**src/rtl/dcache.sv**
```systemverilog
// Direct-mapped, write-through, no-write-allocate data cache with a word-serial
// refill from backing memory; hits return combinationally, misses and stores stall.
module dcache #(
  parameter int DATA_WIDTH     = 32,
  parameter int ADDR_WIDTH     = 32,
  parameter int SETS           = 16,
  parameter int WORDS_PER_LINE = 4
) (
  input  logic                  clk_i,
  input  logic                  rst_i,
  input  logic                  rd_en_i,
  input  logic                  wr_en_i,
  input  logic [ADDR_WIDTH-1:0] addr_i,
  input  logic [DATA_WIDTH-1:0] data_i,
  output logic [DATA_WIDTH-1:0] data_o,
  output logic                  stall_o,
  output logic                  mem_rd_req_o,
  output logic                  mem_wr_req_o,
  output logic [ADDR_WIDTH-1:0] mem_addr_o,
  output logic [DATA_WIDTH-1:0] mem_wdata_o,
  input  logic [DATA_WIDTH-1:0] mem_rdata_i,
  input  logic                  mem_ack_i
);

  localparam int OFFSET_BITS = $clog2(WORDS_PER_LINE);
  localparam int INDEX_BITS  = $clog2(SETS);
  localparam int TAG_LSB     = 2 + OFFSET_BITS + INDEX_BITS;
  localparam int TAG_BITS    = ADDR_WIDTH - TAG_LSB;

  typedef enum logic [1:0] {
    IDLE   = 2'd0,
    REFILL = 2'd1,
    WRITE  = 2'd2
  } state_t;

  state_t                  state_r;
  logic [SETS-1:0]         valid_r;
  logic [TAG_BITS-1:0]     tag_r  [SETS];
  logic [DATA_WIDTH-1:0]   line_r [SETS][WORDS_PER_LINE];
  logic [OFFSET_BITS-1:0]  count_r;
  logic [ADDR_WIDTH-1:0]   base_r;
  logic [ADDR_WIDTH-1:0]   wAddr_r;
  logic [DATA_WIDTH-1:0]   wData_r;

  logic [OFFSET_BITS-1:0]  offset_s;
  logic [INDEX_BITS-1:0]   index_s;
  logic [TAG_BITS-1:0]     tag_s;
  logic [INDEX_BITS-1:0]   baseIndex_s;
  logic [TAG_BITS-1:0]     baseTag_s;
  logic                    hit_s;
  logic                    lastAck_s;
  logic                    unusedByteBits_s;

  assign offset_s         = addr_i[OFFSET_BITS+1:2];
  assign index_s          = addr_i[TAG_LSB-1:OFFSET_BITS+2];
  assign tag_s            = addr_i[ADDR_WIDTH-1:TAG_LSB];
  assign baseIndex_s      = base_r[TAG_LSB-1:OFFSET_BITS+2];
  assign baseTag_s        = base_r[ADDR_WIDTH-1:TAG_LSB];
  assign hit_s            = valid_r[index_s] && (tag_r[index_s] == tag_s);
  assign lastAck_s        = (state_r == REFILL) && mem_ack_i &&
                            (count_r == OFFSET_BITS'(WORDS_PER_LINE - 1));
  assign unusedByteBits_s = ^addr_i[1:0];

  // Output decode: hit data, stall and memory request signals per state
  always_comb begin
    data_o       = '0;
    stall_o      = 1'b0;
    mem_rd_req_o = 1'b0;
    mem_wr_req_o = 1'b0;
    mem_addr_o   = '0;
    mem_wdata_o  = '0;
    case (state_r)
      IDLE: begin
        if (wr_en_i) begin
          stall_o = 1'b1;
        end else if (rd_en_i && hit_s) begin
          data_o = line_r[index_s][offset_s];
        end else if (rd_en_i) begin
          stall_o = 1'b1;
        end else begin
          stall_o = 1'b0;
        end
      end
      REFILL: begin
        stall_o      = 1'b1;
        mem_rd_req_o = 1'b1;
        mem_addr_o   = {base_r[ADDR_WIDTH-1:OFFSET_BITS+2], count_r, 2'b00};
      end
      WRITE: begin
        mem_wr_req_o = 1'b1;
        mem_addr_o   = wAddr_r;
        mem_wdata_o  = wData_r;
        stall_o      = !mem_ack_i;
      end
      default: begin
        stall_o = 1'b0;
      end
    endcase
  end

  // Control FSM: valid bits, refill counter and latched request state
  always_ff @(posedge clk_i) begin
    if (rst_i) begin
      state_r <= IDLE;
      valid_r <= '0;
      count_r <= '0;
      base_r  <= '0;
      wAddr_r <= '0;
      wData_r <= '0;
    end else begin
      case (state_r)
        IDLE: begin
          if (wr_en_i) begin
            wAddr_r <= {addr_i[ADDR_WIDTH-1:2], 2'b00};
            wData_r <= data_i;
            state_r <= WRITE;
          end else if (rd_en_i && !hit_s) begin
            // Invalidate up front so an abandoned refill never leaves a mixed line valid
            base_r           <= {addr_i[ADDR_WIDTH-1:OFFSET_BITS+2], {(OFFSET_BITS+2){1'b0}}};
            count_r          <= '0;
            valid_r[index_s] <= 1'b0;
            state_r          <= REFILL;
          end else begin
            state_r <= IDLE;
          end
        end
        REFILL: begin
          if (mem_ack_i) begin
            count_r <= count_r + 1'b1;
            if (lastAck_s) begin
              valid_r[baseIndex_s] <= 1'b1;
              state_r              <= IDLE;
            end
          end
        end
        WRITE: begin
          if (mem_ack_i) begin
            state_r <= IDLE;
          end
        end
        default: begin
          state_r <= IDLE;
        end
      endcase
    end
  end

  // Tag and data storage: refill words, final tag write, store-hit update
  always_ff @(posedge clk_i) begin
    if ((state_r == IDLE) && wr_en_i && hit_s) begin
      line_r[index_s][offset_s] <= data_i;
    end else if ((state_r == REFILL) && mem_ack_i) begin
      line_r[baseIndex_s][count_r] <= mem_rdata_i;
      if (lastAck_s) begin
        tag_r[baseIndex_s] <= baseTag_s;
      end
    end
  end

endmodule

```
**config.mk**
```make
export PLATFORM = sky130hd
export DESIGN_NAME = dcache
export DESIGN_NICKNAME = d
export VERILOG_FILES = /design/src/rtl/dcache.sv
export SDC_FILE = /design/constraint.sdc
export NUM_CORES = 2
export LEC_CHECK = 0
export BUFFER_PORTS_ARGS = -buffer_cell sky130_fd_sc_hd__buf_4
export CAP_MARGIN = 20
export CORE_MARGIN = 5
export CORE_UTILIZATION = 60
export CTS_CLUSTER_SIZE = 25
export DETAILED_ROUTE_END_ITERATION = 10
export HOLD_SLACK_MARGIN = 0.05
export PLACE_DENSITY = 0.78
export SETUP_SLACK_MARGIN = 0.4
export SYNTH_ARGS = -nofsm -noshare
export SYNTH_HDL_FRONTEND = slang
export SYNTH_SLANG_ARGS = --single-unit
```
**constraint.sdc**
```tcl
create_clock -name clk_i -period 19.2 [get_ports clk_i]
set_input_delay 2.88 -clock clk_i [delete_from_list [all_inputs] [get_ports clk_i]]
set_output_delay 2.88 -clock clk_i [all_outputs]
set_load 0.005 [all_outputs]
```
==> flow_metrics.py <==
metrics = {
    "outcome": {
        "status": "complete, no violations",
    },
    "timing": {
        "max_freq_mhz": 82.1,
        "hold_ws_ps": 450,
        "final.setup.worst_slack_ps": 7020,
        "slew_viol_final": 0,
        "finClkSkew_ps": 45.7,
        "timing.final.crit_share_pct": 63.4,
        "final_hold_viol_count": 0,
        "setup_viol": 0,
        "rsz0062_at_grt": "no",
        "tightest_slew_ps": 1250,
        "post-route-min-period_ps": 12180,
        "relSlewSlack_pct": 16.5,
        "fin_setup_tns_ps": 0,
    },
    "routing": {
        "drt-total-wl_mm": 277,
        "viasPerCell": 7.19,
        "avgRoutedWirePerCell_microns": 38.5,
        "antenna_left": 0,
        "via_count": 51632,
        "drt_iter0_drc": 8677,
        "post-route-drc-count": 0,
        "drt_pre_antenna_iters": 8,
    },
    "flow_run": {
        "drv_cap": 0,
    },
    "critical_path": {
        "crit_path_cell_trace": "buf_8 -> buf_4 -> buf_12 -> mux4_2 -> mux2i_1 -> xnor2_1 -> a2111oi_0 -> a32o_1 -> or3b_1 -> nor3_1 -> nand3_2 -> buf_12 -> nor2b_1 -> buf_4",
        "critPathMaxFanout": 119,
        "end_kind": "primary output",
        "arrival_ps": 9300,
        "required_ps": 16320,
        "cp.depth": 14,
        "ff2ff_path_depth": 10,
        "path_class": "in2out",
        "startpoint_type": "input pin",
        "slowest_stage": "buf_4",
        "cp_top_family": "buffers and inverters",
        "r2r_setup_slack_ps": 13420,
        "max_stage_delay_ps": 840,
        "path_buf_inv": 5,
    },
    "place": {
        "gp_congestion": 0.851,
        "portBuffers": 195,
        "dp_hpwl_mm": 136,
        "dp_slack_ps": 6840,
    },
    "power_and_ir_drop": {
        "switchingPower_mw": 2.48,
        "power_density_mw_per_mm2": 102,
        "vdd_drop_max_mv": 0.107,
        "switching_share_pct": 21.6,
        "clockPowerShare_pct": 41.0,
        "power.share.sequential_pct": 53.5,
        "intPower_mw": 8.97,
        "p_comb_share_pct": 5.5,
        "leakagePower_nw": 35.3,
    },
    "grt": {
        "grt_use_total_pct": 31.8,
        "grt_max_degree": 163,
        "grt_pass1_vias": 52511,
        "grt_pass1_wl_mm": 389,
        "grt_overflow": 0,
        "antenna_found_initial": 22,
    },
    "yosys": {
        "syn-cell-area_sq_mm": 0.0996,
        "synth_ff_type": "edfxtp_1",
        "synth_compound_area_share_pct": 2.03,
        "avgSynthCellArea_sq_um": 22.2,
        "netlist_top_cells_area": "edfxtp_1 (73%), mux4_2 (17%), dfxtp_1 (2.2%)",
        "netlist_instances": 4487,
        "async_flop_share_pct": 0,
        "synth_xor_area_share_pct": 0.176,
        "synth_top_family_by_area": "multiplexers",
        "synth_top_area_cell": "edfxtp_1",
        "synth-simple-area-share_pct": 2.10,
        "synth_edf_count": 2432,
        "synth-seq-cells": 2542,
        "synth_top_area_share_pct": 73.3,
        "yosysUniqueCellTypes": 74,
        "synth_mux_area_share_pct": 18.7,
        "yosysSeqAreaShare_pct": 75.5,
        "synth_warnings": 0,
        "synthAdderAreaFrac_pct": 0.101,
    },
    "floorplanning": {
        "io-pin-count": 200,
        "rows": 149,
        "initial_core_util_pct": 60.4,
        "fp.coreArea_sq_mm": 0.165,
        "fp.dieH_microns": 417,
        "dieArea_sq_mm": 0.174,
        "fp.dieW_microns": 417,
    },
    "layout": {
        "areaGrowthSynthToFinish_pct": 12.9,
        "layout-drive-gt1-share_pct": 31.4,
        "nets": 4873,
    },
    "clocking": {
        "post_cts_buffers": 0,
        "cts_tree": "yes",
        "clk_pin_slew_ps": 60,
        "clkSinkCount": 2542,
        "cts_buffer_depth": 3,
        "clockRootBuffer": "clkbuf_16",
        "cts_hold_buf": 0,
        "cts_buffers": 230,
        "h-tree-depth": 4,
        "clock_latency_ps": 880,
        "post_cts_resized": 0,
    },
    "hold_path": {
        "hold_depth": 2,
        "worstHoldPathType": "reg2reg",
    },
}
[synth_stat cells (17+ instances only)]
cell         n
clkbuf_1   186
nand2_1    146
a22oi_1     42
a21oi_1    101
and2_1      35
nor2_1      65
mux2_2      17
a221oi_1    28
mux2i_1    106
mux2_4      30
buf_1       49
dfxtp_1    110
o41ai_1     28
mux4_2     753
o22ai_1     24
nor2b_1     83
buf_2       19
edfxtp_1  2432
inv_1       19
[cells in the final DEF (no fill, tap or decap), types with 19 or more instances in the layout]
master,count
a21oi_1,77
mux2i_1,102
mux4_2,753
diode_2,32
and2_1,34
buf_4,308
a21oi_4,24
mux2_4,30
a221oi_4,24
o41ai_1,27
edfxtp_1,2432
inv_1,19
nor2b_1,83
clkinv_1,40
clkbuf_16,233
clkbuf_1,58
bufinv_16,29
dfxtp_1,110
a22oi_1,42
nand2_1,145
nor2_1,49
clkinv_2,46
[final timing paths]
check                                     end     startpoint
worst min register to register     wData_r[9]     wData_r[9]
worst min-delay path               wData_r[9]     wData_r[9]
worst max-delay path                data_o[1]      addr_i[5]
worst max register to register  line_r[2][35]  tag_r[14][11]
[power by group through the flow]
| stage | Sequential (mW) | Combinational (mW) | Clock (mW) |
|---|---|---|---|
| 5_1_grt | 6.12 | 0.652 | 4.96 |
| 3_5_place_dp | 6.24 | 0.602 | 0 |
| 2_1_floorplan | 6.23 | 0.385 | 0 |
| 4_1_cts | 6.12 | 0.615 | 4.69 |
| 6_report | 6.12 | 0.626 | 4.70 |
| 3_3_place_gp | 6.24 | 0.586 | 0 |
[registers in the layout, summed over array words and instances, names as in the netlist]
signal   flops
line_r    2048
wData_r     32
base_r      28
wAddr_r     30
count_r      2
tag_r      384
state_r      2
valid_r     16
[layer usage]
layer / share of wire (%) / wire [microns] / global-route usage [%] / vias to the layer above
li1: - / - / - / 19578
met1: 33 / 90700 / 40.9 / 26739
met2: 50 / 137000 / 51.6 / 4474
met3: 11 / 31800 / 6.88 / 833
met4: 6.0 / 16600 / 17.4 / 8
met5: 0.018 / 49 / 0 / -
[kinds of logic after synthesis]
| family | after synthesis |
|---|---|
| flip-flops | 2542 |
| multiplexers | 906 |
| AND/OR/NAND/NOR | 414 |
| buffers and inverters | 303 |
| AO/OA/AOI/OAI | 293 |
| XOR/XNOR | 20 |
| adder cells (fa/ha/maj) | 8 |
| other | 1 |
[per-stage QoR]
step	cells	total power, mW	utilization [%]	cell area (sq um)
2_1_floorplan	4488	6.61	-	99600
3_3_place_gp	6712	6.82	63.4	105000
3_5_place_dp	6714	6.84	63.4	105000
4_1_cts	7144	11.4	68.0	112000
5_1_grt	7176	11.7	68.2	112000
6_report	7183	11.4	68.2	112000
[cell type report]
type	instances	area (sq um)
Tap cell	2189	2740
Clock buffer	293	6080
Multi-Input combinational cell	1643	24100
Timing Repair Buffer	325	2680
Fill cell	9383	52500
Clock inverter	137	1470
Inverter	22	90.1
Antenna cell	32	80.1
Sequential cell	2542	75200
[tightest hold or removal path, cell delays in order, from the launching register on]
cell and delay (ps):
dfxtp_1 300, nand2_1 50, a21oi_1 50
No activity file was read; power rests on OpenSTA's default activity.
